`config.mk`:
```
export PLATFORM = sky130hd
export DESIGN_NAME = share_pipe_stage
export DESIGN_NICKNAME = d
export VERILOG_FILES = /design/src/rtl/share_pipe_stage_pkg.sv /design/src/rtl/share_pipe_cell.sv /design/src/rtl/share_pipe_stage.sv
export SDC_FILE = /design/constraint.sdc
export NUM_CORES = 1
export LEC_CHECK = 0
export ABC_AREA = 1
export BUFFER_PORTS_ARGS = -buffer_cell sky130_fd_sc_hd__clkbuf_2
export CAP_MARGIN = 30
export CORE_UTILIZATION = 53
export CTS_CLUSTER_DIAMETER = 100
export DETAILED_ROUTE_END_ITERATION = 8
export PLACE_DENSITY = 0.82
export REMOVE_ABC_BUFFERS = 1
export SYNTH_ARGS = -nofsm -noshare
export SYNTH_HDL_FRONTEND = slang
export SYNTH_HIERARCHICAL = 1
export SYNTH_SLANG_ARGS = --single-unit
```
`constraint.sdc`:
```
create_clock -name clk -period 4.1 [get_ports clk]
set_input_delay 0.41 -clock clk [delete_from_list [all_inputs] [get_ports clk]]
set_output_delay 0.41 -clock clk [all_outputs]
set_load 0.1 [all_outputs]
```
`src/rtl/share_pipe_stage_pkg.sv`:
```
// rtl/share_pipe_stage_pkg.sv - shared constants and helpers for the share pipeline
// Holds the default share geometry, the share-slice offset helper and the
// occupancy counter width function used by share_pipe_stage and its cell.
package share_pipe_stage_pkg;

    localparam int DEFAULT_WIDTH  = 64;
    localparam int DEFAULT_SHARES = 2;

    // Bit offset of share s inside a packed word of SHARES*width bits.
    function automatic int share_lo(input int s, input int width);
        return s * width;
    endfunction

    // Width needed to count 0..depth valid stages.
    function automatic int occ_width(input int depth);
        return $clog2(depth + 1);
    endfunction

endpackage

```
`src/rtl/share_pipe_cell.sv`:
```
// rtl/share_pipe_cell.sv - one pipeline stage: valid bit, data register, load/clear control
// Ports:
//   clk, rst       clock, asynchronous active-high reset
//   flush          synchronous clear of valid and data (beats load)
//   load           a new word enters this stage on the next edge
//   advance        the held word leaves this stage on the next edge
//   ld_data        word to capture on load
//   v, d           registered valid bit and data word
module share_pipe_cell
    import share_pipe_stage_pkg::*;
#(
    parameter int WIDTH  = DEFAULT_WIDTH,
    parameter int SHARES = DEFAULT_SHARES
) (
    input  logic                      clk,
    input  logic                      rst,
    input  logic                      flush,
    input  logic                      load,
    input  logic                      advance,
    input  logic [SHARES*WIDTH-1:0]   ld_data,
    output logic                      v,
    output logic [SHARES*WIDTH-1:0]   d
);

    always_ff @(posedge clk or posedge rst) begin
        if (rst) begin
            v <= 1'b0;
        end else if (flush) begin
            v <= 1'b0;
        end else if (load) begin
            v <= 1'b1;
        end else if (advance) begin
            v <= 1'b0;
        end
    end

    // One register per share so that no share's bits ever meet another's.
    // A departing word leaves its data in place; only load or clear touch it.
    for (genvar s = 0; s < SHARES; s++) begin : g_share
        always_ff @(posedge clk or posedge rst) begin
            if (rst) begin
                d[share_lo(s, WIDTH) +: WIDTH] <= '0;
            end else if (flush) begin
                d[share_lo(s, WIDTH) +: WIDTH] <= '0;
            end else if (load) begin
                d[share_lo(s, WIDTH) +: WIDTH] <= ld_data[share_lo(s, WIDTH) +: WIDTH];
            end
        end
    end

endmodule

```
`src/rtl/share_pipe_stage.sv`:
```
// rtl/share_pipe_stage.sv - DEPTH-stage valid/ready register pipeline for Boolean-shared words
// Ports:
//   clk, rst              clock, asynchronous active-high reset
//   flush                 synchronous clear of every stage; blocks acceptance
//   in_valid/in_ready     upstream handshake, in_data share s at [s*WIDTH +: WIDTH]
//   out_valid/out_ready   downstream handshake, out_data registered from last stage
//   occupancy             number of valid stages
module share_pipe_stage
    import share_pipe_stage_pkg::*;
#(
    parameter int WIDTH  = DEFAULT_WIDTH,
    parameter int SHARES = DEFAULT_SHARES,
    parameter int DEPTH  = 2
) (
    input  logic                          clk,
    input  logic                          rst,
    input  logic                          flush,
    input  logic                          in_valid,
    output logic                          in_ready,
    input  logic [SHARES*WIDTH-1:0]       in_data,
    output logic                          out_valid,
    input  logic                          out_ready,
    output logic [SHARES*WIDTH-1:0]       out_data,
    output logic [occ_width(DEPTH)-1:0]   occupancy
);

    localparam int OCC_W = occ_width(DEPTH);

    logic [DEPTH:0]             r;
    logic [DEPTH-1:0]           v;
    logic [DEPTH-1:0]           load;
    logic [DEPTH-1:0]           advance;
    logic [SHARES*WIDTH-1:0]    d [DEPTH];

    // Ready ripples from the output back: a stage can take a word if it is
    // empty or its own word is leaving, so bubbles collapse under backpressure.
    always_comb begin
        r        = '0;
        r[DEPTH] = out_ready;
        for (int i = DEPTH - 1; i >= 0; i--) begin
            r[i] = ~v[i] | r[i+1];
        end
    end

    assign in_ready = r[0] & ~flush;

    for (genvar i = 0; i < DEPTH; i++) begin : g_stage
        logic [SHARES*WIDTH-1:0] ld_data;

        if (i == 0) begin : g_head
            assign load[i] = in_valid & in_ready;
            assign ld_data = in_data;
        end else begin : g_body
            assign load[i] = v[i-1] & r[i];
            assign ld_data = d[i-1];
        end

        assign advance[i] = v[i] & r[i+1];

        share_pipe_cell #(
            .WIDTH  (WIDTH),
            .SHARES (SHARES)
        ) u_cell (
            .clk     (clk),
            .rst     (rst),
            .flush   (flush),
            .load    (load[i]),
            .advance (advance[i]),
            .ld_data (ld_data),
            .v       (v[i]),
            .d       (d[i])
        );
    end

    assign out_valid = v[DEPTH-1];
    assign out_data  = d[DEPTH-1];

    always_comb begin
        occupancy = '0;
        for (int i = 0; i < DEPTH; i++) begin
            occupancy = occupancy + OCC_W'(v[i]);
        end
    end

endmodule

```
==> Yosys cells after proc, flatten, opt, wreduce, memory -nomap -nowiden <==
Cells that the tools add are included.
{ "totals": {"regBits": 258, "output_inout_bits": 132} }
{ "classes": {"addsub": 1, "muxes": 14, "bitwise_logic": 9, "reduce_logical": 4} }
{ "ops": {"columns": ["cell", "count"], "rows": [
  ["two-way mux 64 bit", 8],
  ["two-way mux 1 bit", 6],
  ["nonzero test 3 bit", 2],
  ["bitwise AND 1 bit", 4],
  ["nonzero test 2 bit", 2],
  ["inverter 1 bit", 3],
  ["adder 1 x 1 -> 2 bit", 1],
  ["bitwise OR 1 bit", 2]
]} }

==> Longest topological paths before layout <==
{ "depth": {"ltp_word": 7, "mapped_depth": 9, "ltp_nobuf": 7} }

==> Cells and area by module <==
Netlist, hierarchy kept.
{ "by_module_without_submodules": {"columns": ["mod", "instances", "cells_per_inst", "area_per_inst_um2", "seq_area_each_um2"], "rows": [
  ["share_pipe_cell", 2, 562, 5071.1, 3228.1],
  ["share_pipe_stage", 1, 11, 65.1, 0.0]
]} }

==> Least setup slack after synthesis <==
No wires, ideal clock.
{ "synth_path": {"path_type": "flip-flop to output port", "startpoint": "register g_stage[1].u_cell.v", "endpoint": "output occupancy[1]", "arrival_time_ns": 1.907, "required_ns": 3.690, "setup_slack_ns": 1.783, "path_stages_with_launch": 2, "cell_sequence": "dfrtp_1 > ha_1"} }
{ "synth_via": {"elab_chain_len": 1} }
{ "synth_rtl": {"columns": ["element", "line", "text"], "rows": [
  ["start, declared", "share_pipe_cell.sv:21", "output logic v,"],
  ["start signal, assigned", "share_pipe_cell.sv:27", "v <= 1'b0;"],
  ["start signal, assigned", "share_pipe_cell.sv:29", "v <= 1'b0;"],
  ["start signal, assigned", "share_pipe_cell.sv:31", "v <= 1'b1;"],
  ["adder 1 x 1 -> 2 bit", "share_pipe_stage.sv:81", "occupancy = occupancy + OCC_W'(v[i]);"],
  ["end, declared", "share_pipe_stage.sv:24", "output logic [occ_width(DEPTH)-1:0] occupancy"]
]} }
Every way passes these cells.

==> Worst setup path in the final report <==
{ "layout_path": {"startpoint": "register g_stage[1].u_cell.v", "endpoint": "register g_stage[0].u_cell.d[35]"} }
{ "layout_via": {"elab_chain_len": 6} }
{ "layout_rtl": {"columns": ["element", "line", "text"], "rows": [
  ["inverter 1 bit", "share_pipe_stage.sv:41", "r[i] = ~v[i] | r[i+1];"],
  ["bitwise OR 1 bit (2 in a row)", "share_pipe_stage.sv:41", null],
  ["bitwise AND 1 bit", "share_pipe_stage.sv:45", "assign in_ready = r[0] & ~flush;"],
  ["bitwise AND 1 bit", "share_pipe_stage.sv:51", "assign load[i] = in_valid & in_ready;"],
  ["net load[0]", "share_pipe_stage.sv:31", "logic [DEPTH-1:0] load;"],
  ["nonzero test 2 bit (no line)", null, null],
  ["end signal, assigned by index", "share_pipe_cell.sv:46", "d[share_lo(s, WIDTH) +: WIDTH] <= ld_data[share_lo(s, WIDTH) +: WIDTH];"],
  ["end, declared", "share_pipe_cell.sv:22", "output logic [SHARES*WIDTH-1:0] d"]
]} }
The timed path passes the listed nets, and every way through them passes these cells.
A chain may end at the register's enable or synchronous reset.

==> summary.md <==
| Metric | Value |
|---|---|
| Outcome | finished, final reports clean |
| Leakage component of the power | 7.40 nW |
| Tightest Pin Transition | 0.904 ns |
| Height of the die | 141 µm |
| Drt total wl | 25.4 mm |
| CP startpoint kind | flop |
| Total design power | 5.62 mW |
| Clock tree from TritonCTS | built |
| Fmax | 403 MHz |
| Number of max-slew violations in the final report | 0 |
| Origin of the worst setup path | g_stage[1].u_cell/v |
| Type of the worst setup path | reg2reg |
| Syn Inst Count | 1135 |
| DR vias/cell | 5.34 |
| Clock power share | 41.7% |
| Area of the core | 18800 µm² |
| Maximum number of pins on one net before global-route repair | 84 |
| Initial antenna violation count | 0 |
| Final setup skew | 0.00937 ns |
| Count of input and output buffers | 264 |
| Global-route wire length before repair | 41.3 mm |
| Total routing resource utilization after global routing | 26.0% |
| End-of-flow core utilization | 66.3% |
| Deepest clock path buffer count | 3 |
| Synthesis warning total | 6 |
| Worst Hold Class | in2reg |
| Clock transition time at the flip-flop clock pins of the worst setup and hold paths | 0.06 ns |
| TritonCTS Sinks | 258 |
| Fillers | 1531 |
| Worst skew pair latency | 0.52 ns |
| Die area | 19800 µm² |
| Synth Cell Area | 10200 µm² |
| Footprint of the multi-input gates | 3320 µm² |
| Routed length per instance | 15.7 µm |
| Final worst path period share | 60.6% |
| Fraction of power spent switching nets | 26.1% |
| Share of total power in combinational logic | 10.7% |
| Cell count after placement | 1565 |
| Leading cell type in the layout, fill and taps excluded | sky130_fd_sc_hd__nand2_1 |
| Setup repair after global routing missed its margin | no |
| Startpoint of the lowest-slack hold path | in_data[88] |
| Synthesis-stage register bit count | 258 |
| Avg Synthesized Cell Area | 8.99 µm² |
| Number of non-filler instances in the completed layout | 1611 |
| Relative slew slack | 39.8% |
| Int Pwr | 4.15 mW |
| Maximum resistive drop on vdd | 0.327 mV |
| Number of distinct library cell variants in the gate-level netlist after synthesis | 14 |
| Clock H-tree levels | 1 |
| X dimension of the die | 141 µm |
| Vias in the first global route | 8161 |
| Seq pwr share | 47.6% |
| Layout cell share with drive strength beyond 1 | 24.1% |
| Top library cells by usage in the layout, fill and taps aside | sky130_fd_sc_hd__nand2_1, sky130_fd_sc_hd__clkbuf_2, sky130_fd_sc_hd__dfrtp_1, sky130_fd_sc_hd__nand3_1, sky130_fd_sc_hd__clkbuf_16 |
| Worst endpoint data arrival time | 2.93 ns |
| Cell area power density | 451 nW/µm² |
| Number of hold violations in the final report | 0 |
| Launching point of the worst reg2reg path | g_stage[1].u_cell/v |
| Critical path data required time | 4.55 ns |
| Number of inserted diodes | 0 |
| Min Tclk post-route | 2.48 ns |
| Number of clock buffers inserted by TritonCTS | 26 |
| Dpl hpwl | 15.5 mm |
| Post-DRT Antenna Nets | 0 |
| Portion of the post-synthesis area used by sequential elements | 63.3% |
| Weighted congestion at the end of routability-driven global placement | 0.796 |
| Register area | 6460 µm² |
| Initial core utilization | 54.4% |
| Number of nets at the end of the flow | 1494 |
| Critical-path maximum fanout | 83 |
| Rows | 50 |
| Vias after detailed routing | 8599 |
| Max-cap violation count | 0 |
| Critical path endpoint category | flop |
| Final setup viols | 0 |
| Pre-antenna DRT Iters | 5 |
| Root buffer selected by CTS | sky130_fd_sc_hd__clkbuf_16 |
| Total gr overflow | 0 |
| Post-Route Hold Slack | 0.117 ns |
| Layout Area Growth over Synthesis | 21.9% |
| Drt drc | 0 |
| Number of violations reported at the end of detailed-routing iteration 0 | 557 |
| Total of cells resized after clock tree synthesis | 0 |
| Num ports | 265 |
| Net Sw Power | 1.47 mW |
-- worst max-delay path, stage by stage, from the launching register on --
cell and delay (ns):
sky130_fd_sc_hd__dfrtp_1 0.48, sky130_fd_sc_hd__nand3_2 0.12, sky130_fd_sc_hd__nand2_2 0.07, sky130_fd_sc_hd__nor2_4 0.11
sky130_fd_sc_hd__buf_4 0.44, sky130_fd_sc_hd__buf_4 0.78, sky130_fd_sc_hd__nand3_1 0.20, sky130_fd_sc_hd__nand2_1 0.11
-- metrics by stage --
step | setup WS (ns) | area [µm²] | TNS [ns]
2_1_floorplan | -7.79 | 9780 | -1431.13
3_3_place_gp | 1.61 | 11500 | 0
3_5_place_dp | 1.57 | 11600 | 0
4_1_cts | 1.67 | 12400 | 0
5_1_grt | 1.45 | 12400 | 0
6_report | 1.62 | 12400 | 0
-- path summary, 6_finish.rpt --
path	to	slack, ns	depth (start not counted)
max	g_stage[0].u_cell/d[35]	1.62	7
min	g_stage[0].u_cell/d[88]	0.12	3
max reg2reg	g_stage[0].u_cell/d[35]	1.62	7
min reg2reg	g_stage[1].u_cell/d[105]	0.47	2
max in group asynchronous	g_stage[1].u_cell/d[97]	2.59	4
min in group asynchronous	g_stage[0].u_cell/d[37]	0.53	3
-- state kept, by name, indices dropped and copies added (netlist names) --
| register | cells |
|---|---|
| g_stage.u_cell/d | 256 |
| g_stage.u_cell/v | 2 |
-- power groups by stage --
stage | logic (mW) | registers [mW] | clock network (mW)
after floorplan | 0.239 | 2.87 | 0
after global placement | 0.592 | 2.72 | 0
after detailed placement | 0.603 | 2.72 | 0
after CTS | 0.605 | 2.68 | 2.39
after global routing | 0.649 | 2.68 | 2.49
final | 0.600 | 2.68 | 2.34
-- final cells by class --
type                            instances  area share, %
Inverter                                9          0.392
Clock inverter                          7          0.483
Multi-Input combinational cell        784           26.7
Clock buffer                           38           6.40
Timing Repair Buffer                  281           11.8
Tap cell                              234           2.35
Sequential cell                       258           51.9
-- cells in the mapped netlist (all sizes together) --
library cell,count,area share (%)
ha,1,0.12
nand3,257,13
clkinv,1,0.037
inv,8,0.29
clkbuf,4,0.15
a21boi,1,0.074
nand2,520,19
nor2,5,0.21
dfrtp,258,63
buf,80,4.1
-- metal layers --
layer  vias up  share of wire, %  GRT usage [%]
met5         -                 0              0
met4         0               2.3           7.09
met3        36               6.8           4.18
met2       369                49           42.4
met1      4115                42           36.5
li1       4079                 -              -
-- cells by family (layout without fill, tap and decap cells) --
family          Yosys count  count (layout)  share of synthesized area, %
simple gates            782             782                          32.0
flops                   258             258                          63.3
buf+inv                  93             335                          4.55
fa+ha+maj                 1               1                         0.123
compound gates            1               1                        0.0736
-- what timing repair did --
item                      4_1_cts  5_1_grt
hold buffers                    1        0
setup buffers                   0        0
hold endpoints to repair       43        0
Note: power is estimated with default switching activity, not from simulation.
